## config.mk

```make
export PLATFORM = sky130hd
export DESIGN_NAME = cache_arbiter
export DESIGN_NICKNAME = d
export VERILOG_FILES = /design/src/rtl/cache_arbiter.sv
export SDC_FILE = /design/constraint.sdc
export NUM_CORES = 1
export LEC_CHECK = 0
export CAP_MARGIN = 0
export CORE_AREA = 3 3 541 543
export DETAILED_ROUTE_END_ITERATION = 7
export DIE_AREA = 0 0 544 546
export DONT_BUFFER_PORTS = 1
export HOLD_SLACK_MARGIN = 0.05
export SLEW_MARGIN = 15
export SYNTH_ARGS = -nofsm -noshare
export SYNTH_HDL_FRONTEND = slang
export SYNTH_SLANG_ARGS = --single-unit
```

## constraint.sdc

```tcl
create_clock -name clk -period 28.8 [get_ports clk]
set_input_delay 5.76 -clock clk [delete_from_list [all_inputs] [get_ports clk]]
set_output_delay 5.76 -clock clk [all_outputs]
set_load 0.01 [all_outputs]
```

## src/rtl/cache_arbiter.sv

```systemverilog
`default_nettype none
// ============================================================================
//  Module      : cache_arbiter
//  Description : Serves I-cache and D-cache line misses one at a time on a
//                single physical-memory port. Ties go round-robin. Address
//                and write data are latched at grant.
//  Revision    : 1.0 - initial release
// ============================================================================
module cache_arbiter #(
   parameter int LINE_WIDTH = 256,
   parameter int ADDR_WIDTH = 32
) (
   input  logic                  clk,
   input  logic                  rst,
   // I-cache side
   input  logic                  icache_read,
   input  logic [ADDR_WIDTH-1:0] icache_address,
   output logic [LINE_WIDTH-1:0] icache_rdata,
   output logic                  icache_resp,
   // D-cache side
   input  logic                  dcache_read,
   input  logic                  dcache_write,
   input  logic [ADDR_WIDTH-1:0] dcache_address,
   input  logic [LINE_WIDTH-1:0] dcache_wdata,
   output logic [LINE_WIDTH-1:0] dcache_rdata,
   output logic                  dcache_resp,
   // Physical-memory side
   output logic                  pmem_read,
   output logic                  pmem_write,
   output logic [ADDR_WIDTH-1:0] pmem_address,
   output logic [LINE_WIDTH-1:0] pmem_wdata,
   input  logic [LINE_WIDTH-1:0] pmem_rdata,
   input  logic                  pmem_resp
);

   typedef enum logic [1:0] {
      ST_IDLE  = 2'd0,
      ST_SERVE = 2'd1,
      ST_DONE  = 2'd2
   } state_t;

   state_t                state_q, state_d;
   logic                  grant_dcache_q, grant_dcache_d;
   logic                  last_grant_dcache_q, last_grant_dcache_d;
   logic                  op_write_q, op_write_d;
   logic [ADDR_WIDTH-1:0] addr_q, addr_d;
   logic [LINE_WIDTH-1:0] wdata_q, wdata_d;

   logic                  w_ireq;
   logic                  w_dreq;
   logic                  w_pick_dcache;
   logic                  w_serve;

   assign w_ireq  = icache_read;
   assign w_dreq  = dcache_read | dcache_write;
   // D wins when alone, or on a tie when I was the previous owner.
   assign w_pick_dcache = w_dreq & (~w_ireq | ~last_grant_dcache_q);
   assign w_serve = (state_q == ST_SERVE);

   // Next-state and grant-latch logic; inputs are only looked at in IDLE.
   always_comb begin
      state_d             = state_q;
      grant_dcache_d      = grant_dcache_q;
      last_grant_dcache_d = last_grant_dcache_q;
      op_write_d          = op_write_q;
      addr_d              = addr_q;
      wdata_d             = wdata_q;
      case (state_q)
         ST_IDLE: begin
            if (w_ireq || w_dreq) begin
               grant_dcache_d      = w_pick_dcache;
               last_grant_dcache_d = w_pick_dcache;
               // Write wins over read if the D-cache asserts both.
               op_write_d          = w_pick_dcache & dcache_write;
               addr_d              = w_pick_dcache ? dcache_address : icache_address;
               if (w_pick_dcache && dcache_write) begin
                  wdata_d = dcache_wdata;
               end
               state_d = ST_SERVE;
            end
         end
         ST_SERVE: begin
            if (pmem_resp) begin
               state_d = ST_DONE;
            end
         end
         ST_DONE: begin
            // Guard cycle: a requester still holding its request is not regranted.
            state_d = ST_IDLE;
         end
         default: begin
            state_d = ST_IDLE;
         end
      endcase
   end

   // State and latched-transaction registers, cleared asynchronously.
   always_ff @(posedge clk or posedge rst) begin
      if (rst) begin
         state_q             <= ST_IDLE;
         grant_dcache_q      <= 1'b0;
         last_grant_dcache_q <= 1'b0;
         op_write_q          <= 1'b0;
         addr_q              <= '0;
         wdata_q             <= '0;
      end else begin
         state_q             <= state_d;
         grant_dcache_q      <= grant_dcache_d;
         last_grant_dcache_q <= last_grant_dcache_d;
         op_write_q          <= op_write_d;
         addr_q              <= addr_d;
         wdata_q             <= wdata_d;
      end
   end

   // Strobes come straight from registered state so reset drops them at once.
   assign pmem_read    = w_serve & ~op_write_q;
   assign pmem_write   = w_serve & op_write_q;
   assign pmem_address = addr_q;
   assign pmem_wdata   = wdata_q;

   assign icache_resp  = w_serve & ~grant_dcache_q & pmem_resp;
   assign dcache_resp  = w_serve & grant_dcache_q & pmem_resp;
   assign icache_rdata = pmem_rdata;
   assign dcache_rdata = pmem_rdata;

endmodule
`default_nettype wire

```

==> metrics.md, run 1 <==
| Metric | Value |
|---|---|
| CP Capture Type | output port |
| Via Count | 7680 |
| PortBufs | 0 |
| Worst-path clk slew | 0.06 ns |
| Die height | 546 µm |
| Slew Limit Fails | 0 |
| Die ar. | 297000 µm² |
| Post-CTS Setup Bufs | 0 |
| CTS tree | done |
| Sink Count | 292 |
| Max-Cap Viols | 0 |
| Cts repair resizes | 0 |
| GRT Resource Usage Total | 11.4% |
| Area post-placement | 15800 µm² |
| Slew @ Worst Pin | 1.13 ns |
| Total negative slack | 0 ns |
| Syn_nets | 1760 |
| Core Region | 288000 µm² |
| Ports | 1386 |
| Pleak | 5.53 nW |
| WP data required | 23.04 ns |
| Final net count | 1263 |
| Hold slack final | 0.579 ns |
| Fin. Hold Viols | 0 |
| Vias in the first global route | 8025 |
| Kind of critical path | input port to output port |
| Yosys reg bits | 292 |
| Fin crit period | 11.83 ns |
| Crit path buf inv count | 0 |
| Cell-by-cell trace of the critical path | nand2_1 > nor2_1 |
| Synthesized cell area | 15200 µm² |
| Final instance area | 17400 µm² |
| # rows | 197 |
| Largest net degree at the start of global routing | 107 |
| Register Area | 7310 µm² |
| H-tree levels | 2 |
| Maximum VDD drop | 0.0560 mV |
| Post-route ant nets | 0 |
| Sequential-to-total area share from yosys stat | 48.0% |
| Synthesized instance count | 1178 |
| Share of layout cells above drive strength 1 | 55.7% |
| DPL Wire Length | 162000 µm |
| CP max stage cell | nor2_1 |
| Rel. slew slack | 24.9% |
| Hold WC Path Type | flop to flop |
| Max frequency | 84.5 MHz |
| Number of DRC markers in iteration 0 | 336 |
| Final setup violation count | 0 |
| CP startpoint kind | input port |
| Root Buffer | clkbuf_16 |
| Final Wtd Congestion | 0.742 |
| # DRC | 0 |
| Slowest Stage Delay on Critical Path | 0.23 ns |
| DP Cell Count | 4421 |
| WL per Instance | 38.3 µm |
| CTS Buf Count | 39 |
| Skew final | 0.0433 ns |
| First-pass GRT wire length | 194000 µm |
| P per Cell Area | 127 nW/µm² |
| Final wirelength | 175000 µm |
| CP delay by family, top | simple AND/OR/NAND/NOR gates |
| Starting density of the core | 5.28% |
| Crit share post-route | 41.1% |
| Filler cells | 33600 |
| Yosys cell types | 16 |
| Mean Syn Cell Area | 12.9 µm² |
| Final Non-Filler Cells | 4584 |
| Die Span X | 544 µm |
| Grt ovf | 0 |
| Worst skew pair latency | 0.65 ns |
| Critical path data arrival time | 6.07 ns |
| Area growth, synth to finish | 14.2% |
| Avg Vias per Cell | 1.68 |
| RSZ-0062 raised after global routing | no |
| Status | completed |
| CTS Buffer Depth | 3 |
| Crit-path max FO | 3 |
| Drt first pass iters | 5 |
| Hold Buf Count CTS | 0 |
| Initial antenna violation count | 180 |
| Yosys warns | 0 |
| Footprint of the multi-input gates | 3720 µm² |
-- kinds of logic (layout without fill, tap and decap cells) --
kind of cell,count (synthesis),count (layout),synth area share (%)
AOI/OAI and AO/OA,4,4,0.238
buffers and inverters,551,84,27.7
DFF,292,292,48.0
muxes,321,321,23.7
other,0,92,0
and+or+nand+nor,10,10,0.321
-- tightest hold or removal path, cell delays in order, from the launching register on --
cell     delay [ns]
dfrtp_1        0.38
inv_1          0.07
o21ai_0        0.08
-- where the power goes --
part,internal [mW],switching (mW),leakage (nW),total [mW]
clock network,0.298,0.228,0.635,0.527
registers,0.613,0.711,3.44,1.32
logic,0.219,0.133,1.45,0.352
total,1.13,1.07,5.53,2.20
-- registers in the layout (all words and copies together) (netlist names) --
register,flops
last_grant_dcache_q,1
op_write_q,1
pmem_address,32
pmem_wdata,256
state_q,2
-- final timing paths --
kind	startpoint	end	slack, ns	cells past startpoint
max	pmem_resp	dcache_resp	16.97	2
min	op_write_q	op_write_q	0.58	2
max reg2reg	last_grant_dcache_q	pmem_wdata[34]	24.80	6
min reg2reg	op_write_q	op_write_q	0.58	2
max in group asynchronous	rst	pmem_wdata[133]	21.52	3
min in group asynchronous	rst	pmem_wdata[148]	5.10	1
-- stage by stage --
step,worst slack (ns),utilization [%],power [mW]
floorplan,14.98,-,1.22
global placement,16.99,5.50,1.71
detailed placement,16.96,5.50,1.72
CTS,16.96,5.95,2.28
global route,16.94,5.96,2.41
finish,16.97,6.03,2.20
-- synth_stat cells --
library cell  number  area (µm²)
nor2b_1            1        6.26
buf_6             26         293
buf_2              3        15.0
o31a_1             1        8.76
nand2b_1           1        6.26
buf_4            518        3890
nor2_1             5        18.8
nand3_2            1        10.0
dfrtp_1          292        7310
nand2_1            2        7.51
o2bb2ai_2          1        15.0
mux2i_1            1        10.0
o21bai_1           1        7.51
mux2_2           320        3600
inv_1              4        15.0
o21ai_0            1        5.00
-- metal layers --
layer  wire [µm]  part of all wire, %  global-route usage (%)  up-vias
met5         396                 0.23                   0.519        -
met3       66500                   38                    19.8      424
met4        8050                  4.6                    3.99       26
met1       28700                   16                    5.50     3406
met2       71800                   41                    16.7     1331
li1            -                    -                       -     2493
-- area by class of cell --
type | count | share of cell area [%]
Tap cell | 3781 | 27.2
Timing Repair Buffer | 9 | 0.389
Clock buffer | 50 | 6.09
Inverter | 4 | 0.130
Sequential cell | 292 | 42.0
Multi-Input combinational cell | 335 | 21.4
Clock inverter | 21 | 1.42
Antenna cell | 92 | 1.32
-- layout by cell type, fill, tap and decap left out --
| master | n |
|---|---|
| buf_4 | 9 |
| bufinv_16 | 4 |
| clkbuf_1 | 8 |
| clkbuf_16 | 40 |
| clkbuf_8 | 2 |
| clkinv_2 | 7 |
| clkinv_4 | 2 |
| clkinv_8 | 1 |
| clkinvlp_4 | 3 |
| dfrtp_1 | 292 |
| diode_2 | 92 |
| inv_1 | 3 |
| inv_6 | 4 |
| inv_8 | 1 |
| mux2_2 | 320 |
| mux2i_1 | 1 |
| nand2_1 | 2 |
| nand2b_1 | 1 |
| nand3_4 | 1 |
| nor2_1 | 5 |
| nor2b_1 | 1 |
| o21ai_0 | 1 |
| o21bai_1 | 1 |
| o2bb2ai_4 | 1 |
| o31a_2 | 1 |
Power figures use the tool's default switching activity.
==> run 2: changes to the inputs <==
- clock period: 28.8 -> 11.6 ns (I/O delays scaled with it)
==> run 2 against run 1 <==
Sequential share of layout area decreased by 0.22 points. Utilization about the same. Non-clock buffer count unchanged. Sequential power increased to 2.5 times the previous value.
==> metrics.md, run 2 (synthesized netlist as in run 1, its figures left out) <==
| Metric | Value |
|---|---|
| Initial antenna violation count | 179 |
| Core Region | 288000 µm² |
| Area growth, synth to finish | 14.8% |
| Crit-path max FO | 3 |
| Hold WC Path Type | flop to flop |
| Avg Vias per Cell | 1.65 |
| Cts repair resizes | 0 |
| Post-route ant nets | 0 |
| RSZ-0062 raised after global routing | no |
| Root Buffer | clkbuf_16 |
| GRT Resource Usage Total | 11.3% |
| Pleak | 5.58 nW |
| Final worst slack | 6.66 ns |
| Commonest non-fill, non-tap cell in the layout | mux2_2 |
| Number of DRC markers in iteration 0 | 363 |
| CTS Buffer Depth | 3 |
| Critical path data arrival time | 2.62 ns |
| Sw frac | 48.1% |
| WL per Instance | 38.3 µm |
| Hold Buf Count CTS | 0 |
| CP Capture Type | output port |
| Starting density of the core | 5.28% |
| Drt first pass iters | 4 |
| Slew Limit Fails | 0 |
| P_sw | 2.68 mW |
| Pint | 2.89 mW |
| # DRC | 0 |
| Place WS | 6.66 ns |
| Status | completed |
| Die Span X | 544 µm |
| Fin crit period | 4.94 ns |
| # rows | 197 |
| Maximum VDD drop | 0.112 mV |
| Total negative slack | 0 ns |
| CTS Buf Count | 39 |
| Via Count | 7562 |
| Cell-by-cell trace of the critical path | nand2_1 > nor2_1 |
| Crit share post-route | 42.6% |
| CP max stage cell | nor2_1 |
| Rel. slew slack | 31.5% |
| Highest-count cells in the layout ignoring fill and taps | mux2_2 (320), dfrtp_1 (292), clkbuf_16 (39) |
| Die height | 546 µm |
| Total power | 5.56 mW |
| Skew final | 0.0173 ns |
| Utilization after layout | 6.06% |
| Die ar. | 297000 µm² |
| Final net count | 1263 |
| P per Cell Area | 318 nW/µm² |
| Final setup violation count | 0 |
| Slowest Stage Delay on Critical Path | 0.23 ns |
| Post-CTS Setup Bufs | 0 |
| Clk pwr share | 24.7% |
| Max-Cap Viols | 0 |
| Max reg flops | 256 |
| H-tree levels | 2 |
| Grt ovf | 0 |
| Largest net degree at the start of global routing | 132 |
| Final wirelength | 175000 µm |
| Vias in the first global route | 8189 |
| Share of layout cells above drive strength 1 | 56.2% |
| Worst-path clk slew | 0.06 ns |
| Sink Count | 292 |
| CP startpoint kind | input port |
| Kind of critical path | input port to output port |
| First-pass GRT wire length | 194000 µm |
| PortBufs | 0 |
| DP Cell Count | 4420 |
| Fin. Hold Viols | 0 |
| Final Non-Filler Cells | 4572 |
| Slew @ Worst Pin | 1.03 ns |
| Final Wtd Congestion | 0.778 |
| Worst skew pair latency | 0.62 ns |
| DPL Wire Length | 162000 µm |
| WP data required | 9.28 ns |
| Max frequency | 202 MHz |
| CP delay by family, top | simple AND/OR/NAND/NOR gates |
| CTS tree | done |
| Ports | 1386 |
| Crit path buf inv count | 0 |
| Logic gate share of total power | 15.8% |
| Reg power frac | 59.5% |
-- run 2: per-layer routing --
metal / vias up / routed length [µm] / part of all wire, % / global-route usage, %
li1: 2475 / - / - / -
met1: 3312 / 28000 / 16 / 5.47
met2: 1326 / 71400 / 41 / 16.8
met3: 427 / 67000 / 38 / 19.8
met4: 22 / 8290 / 4.7 / 3.81
met5: - / 345 / 0.20 / 0.503
-- run 2: through the flow --
step	instance area [µm²]	hold slack [ns]
final	17500	0.564
after global routing	17300	0.604
after CTS	17200	0.569
after detailed placement	15900	0.559
after global placement	15900	0.558
after floorplan	15200	0.530
-- run 2: final timing paths --
path / startpoint / end / slack (ns) / cells past startpoint
max in group asynchronous: rst / pmem_wdata[137] / 7.81 / 3
setup / recovery: pmem_resp / icache_resp / 6.66 / 2
setup reg to reg: last_grant_dcache_q / pmem_wdata[40] / 8.68 / 5
hold / removal: op_write_q / op_write_q / 0.56 / 2
min in group asynchronous: rst / pmem_wdata[148] / 1.70 / 1
hold reg to reg: op_write_q / op_write_q / 0.56 / 2
-- run 2: cell type report --
type | instances | area [µm²]
repair buffers | 9 | 100
clock buffers | 46 | 1030
inverters | 4 | 22.5
diodes | 81 | 203
clock inverters | 24 | 360
well taps | 3781 | 4730
flip-flops and latches | 292 | 7310
multi-input cells | 335 | 3720
fillers | 33600 | 271000
-- run 2: power by group through the flow --
stage,clock network [mW],logic [mW],registers [mW]
2_1_floorplan,0,0.988,2.05
3_3_place_gp,0,0.848,3.37
3_5_place_dp,0,0.885,3.36
4_1_cts,1.46,0.893,3.35
5_1_grt,1.48,0.970,3.59
6_report,1.37,0.877,3.31
==> run 3: changes to the inputs <==
- clock period: 11.6 -> 4.2 ns (I/O delays scaled with it)
==> run 3 against run 2 <==
Critical path depth stayed put. Routed wire length fell by 11%. Final cell count shrank 0.77%. Sequential cell count unchanged. Power increased to 2.7 times the previous value. Final area increased by 0.13%. Utilization barely moved. Die area did not move. Critical endpoint is now pmem_write. Largest power group unchanged.
==> metrics.md, run 3 (synthesized netlist as in run 1, its figures left out) <==
| Metric | Value |
|---|---|
| CP delay by family, top | simple AND/OR/NAND/NOR gates |
| Skew final | 0.0278 ns |
| Final wirelength | 157000 µm |
| Die Span X | 544 µm |
| Footprint of the multi-input gates | 3720 µm² |
| Hold slack final | 0.278 ns |
| Rel. slew slack | 30.2% |
| Kind of critical path | flop to output port |
| CTS tree | done |
| Number of DRC markers in iteration 0 | 315 |
| Slowest Stage Delay on Critical Path | 0.65 ns |
| Max frequency | 367 MHz |
| DPL Wire Length | 145000 µm |
| Sink Count | 292 |
| Max-Cap Viols | 0 |
| P per Cell Area | 850 nW/µm² |
| Area post-placement | 16000 µm² |
| Setup crit start | state_q[1] |
| Worst reg2reg startpoint | state_q[0] |
| Share of layout cells above drive strength 1 | 56.7% |
| Vias in the first global route | 8019 |
| Die height | 546 µm |
| Area growth, synth to finish | 15.0% |
| Slew Limit Fails | 0 |
| Avg Vias per Cell | 1.63 |
| Final instance area | 17500 µm² |
| # rows | 197 |
| CP Capture Type | output port |
| CP startpoint kind | flop |
| Fin crit period | 2.72 ns |
| Crit share post-route | 64.8% |
| Pleak | 5.65 nW |
| Root Buffer | clkbuf_16 |
| GRT Resource Usage Total | 10.1% |
| Via Count | 7415 |
| Status | completed |
| Drt first pass iters | 4 |
| RSZ-0062 raised after global routing | no |
| Slew @ Worst Pin | 1.05 ns |
| Post-route ant nets | 0 |
| Final Wtd Congestion | 0.755 |
| Fin. Hold Viols | 0 |
| Grt ovf | 0 |
| Final net count | 1276 |
| Final setup violation count | 0 |
| Cell-by-cell trace of the critical path | nand2b_1 > nor2_1 |
| Core Region | 288000 µm² |
| Worst skew pair latency | 0.65 ns |
| Critical path data arrival time | 1.88 ns |
| First-pass GRT wire length | 175000 µm |
| Filler cells | 33500 |
| Cts repair resizes | 0 |
| CP max stage cell | nor2_1 |
| CTS Buffer Depth | 3 |
| Ports | 1386 |
| Crit-path max FO | 3 |
| Hold WC Path Type | input port to flop |
| CTS Buf Count | 41 |
| Starting density of the core | 5.28% |
| WL per Instance | 34.5 µm |
| Total negative slack | 0 ns |
| Crit path buf inv count | 0 |
| Worst-path clk slew | 0.06 ns |
| Max reg flops | 256 |
| Die ar. | 297000 µm² |
| Hold Crit Start | pmem_resp |
| Initial antenna violation count | 128 |
| Largest net degree at the start of global routing | 107 |
| WP data required | 3.36 ns |
| Commonest non-fill, non-tap cell in the layout | mux2_2 |
| H-tree levels | 2 |
| Total power | 14.9 mW |
| Highest-count cells in the layout ignoring fill and taps | mux2_2 (320), dfrtp_1 (292), clkbuf_16 (41) |
| Maximum VDD drop | 0.339 mV |
| PortBufs | 0 |
| Register Area | 7310 µm² |
| # DRC | 0 |
run 3: worst paths after layout:
path | slack, ns | cells past startpoint | endpoint
hold reg to reg | 0.57 | 2 | op_write_q
setup / recovery | 1.48 | 2 | pmem_write
hold / removal | 0.28 | 1 | state_q[0]
max in group asynchronous | 2.45 | 3 | pmem_address[28]
min in group asynchronous | 0.73 | 2 | pmem_wdata[217]
setup reg to reg | 2.05 | 4 | pmem_wdata[8]
run 3: power by group:
part / internal (mW) / leakage [nW] / switching, mW
sequential: 4.21 / 3.44 / 4.43
clock: 2.14 / 0.689 / 1.64
combinational: 1.55 / 1.52 / 0.909
run 3: routing by layer:
metal | routed length, µm | GRT usage [%] | up-vias
met1 | 22400 | 4.46 | 3223
li1 | - | - | 2460
met3 | 58800 | 17.2 | 387
met5 | 90 | 0.0812 | -
met4 | 7040 | 3.71 | 10
met2 | 68200 | 15.8 | 1335
run 3: timing repair:
action,4_1_cts,5_1_grt
hold endpoints to repair,1,0
hold buffers,1,0
setup buffers,0,0
run 3: stage by stage:
| stage | setup slack [ns] | utilization [%] | instances |
|---|---|---|---|
| global route | 1.16 | 6.05 | 4511 |
| finish | 1.48 | 6.07 | 4537 |
| CTS | 1.20 | 6.04 | 4506 |
| detailed placement | 1.61 | 5.54 | 4430 |
| floorplan | -0.515 | - | 1178 |
| global placement | 1.69 | 5.54 | 4430 |
run 3: cell type report:
| type | instances | area share [%] |
|---|---|---|
| inverters | 4 | 0.107 |
| well taps | 3781 | 27.0 |
| flip-flops and latches | 292 | 41.8 |
| repair buffers | 20 | 1.30 |
| clock buffers | 53 | 6.46 |
| clock inverters | 22 | 1.64 |
| multi-input cells | 335 | 21.3 |
| diodes | 30 | 0.429 |
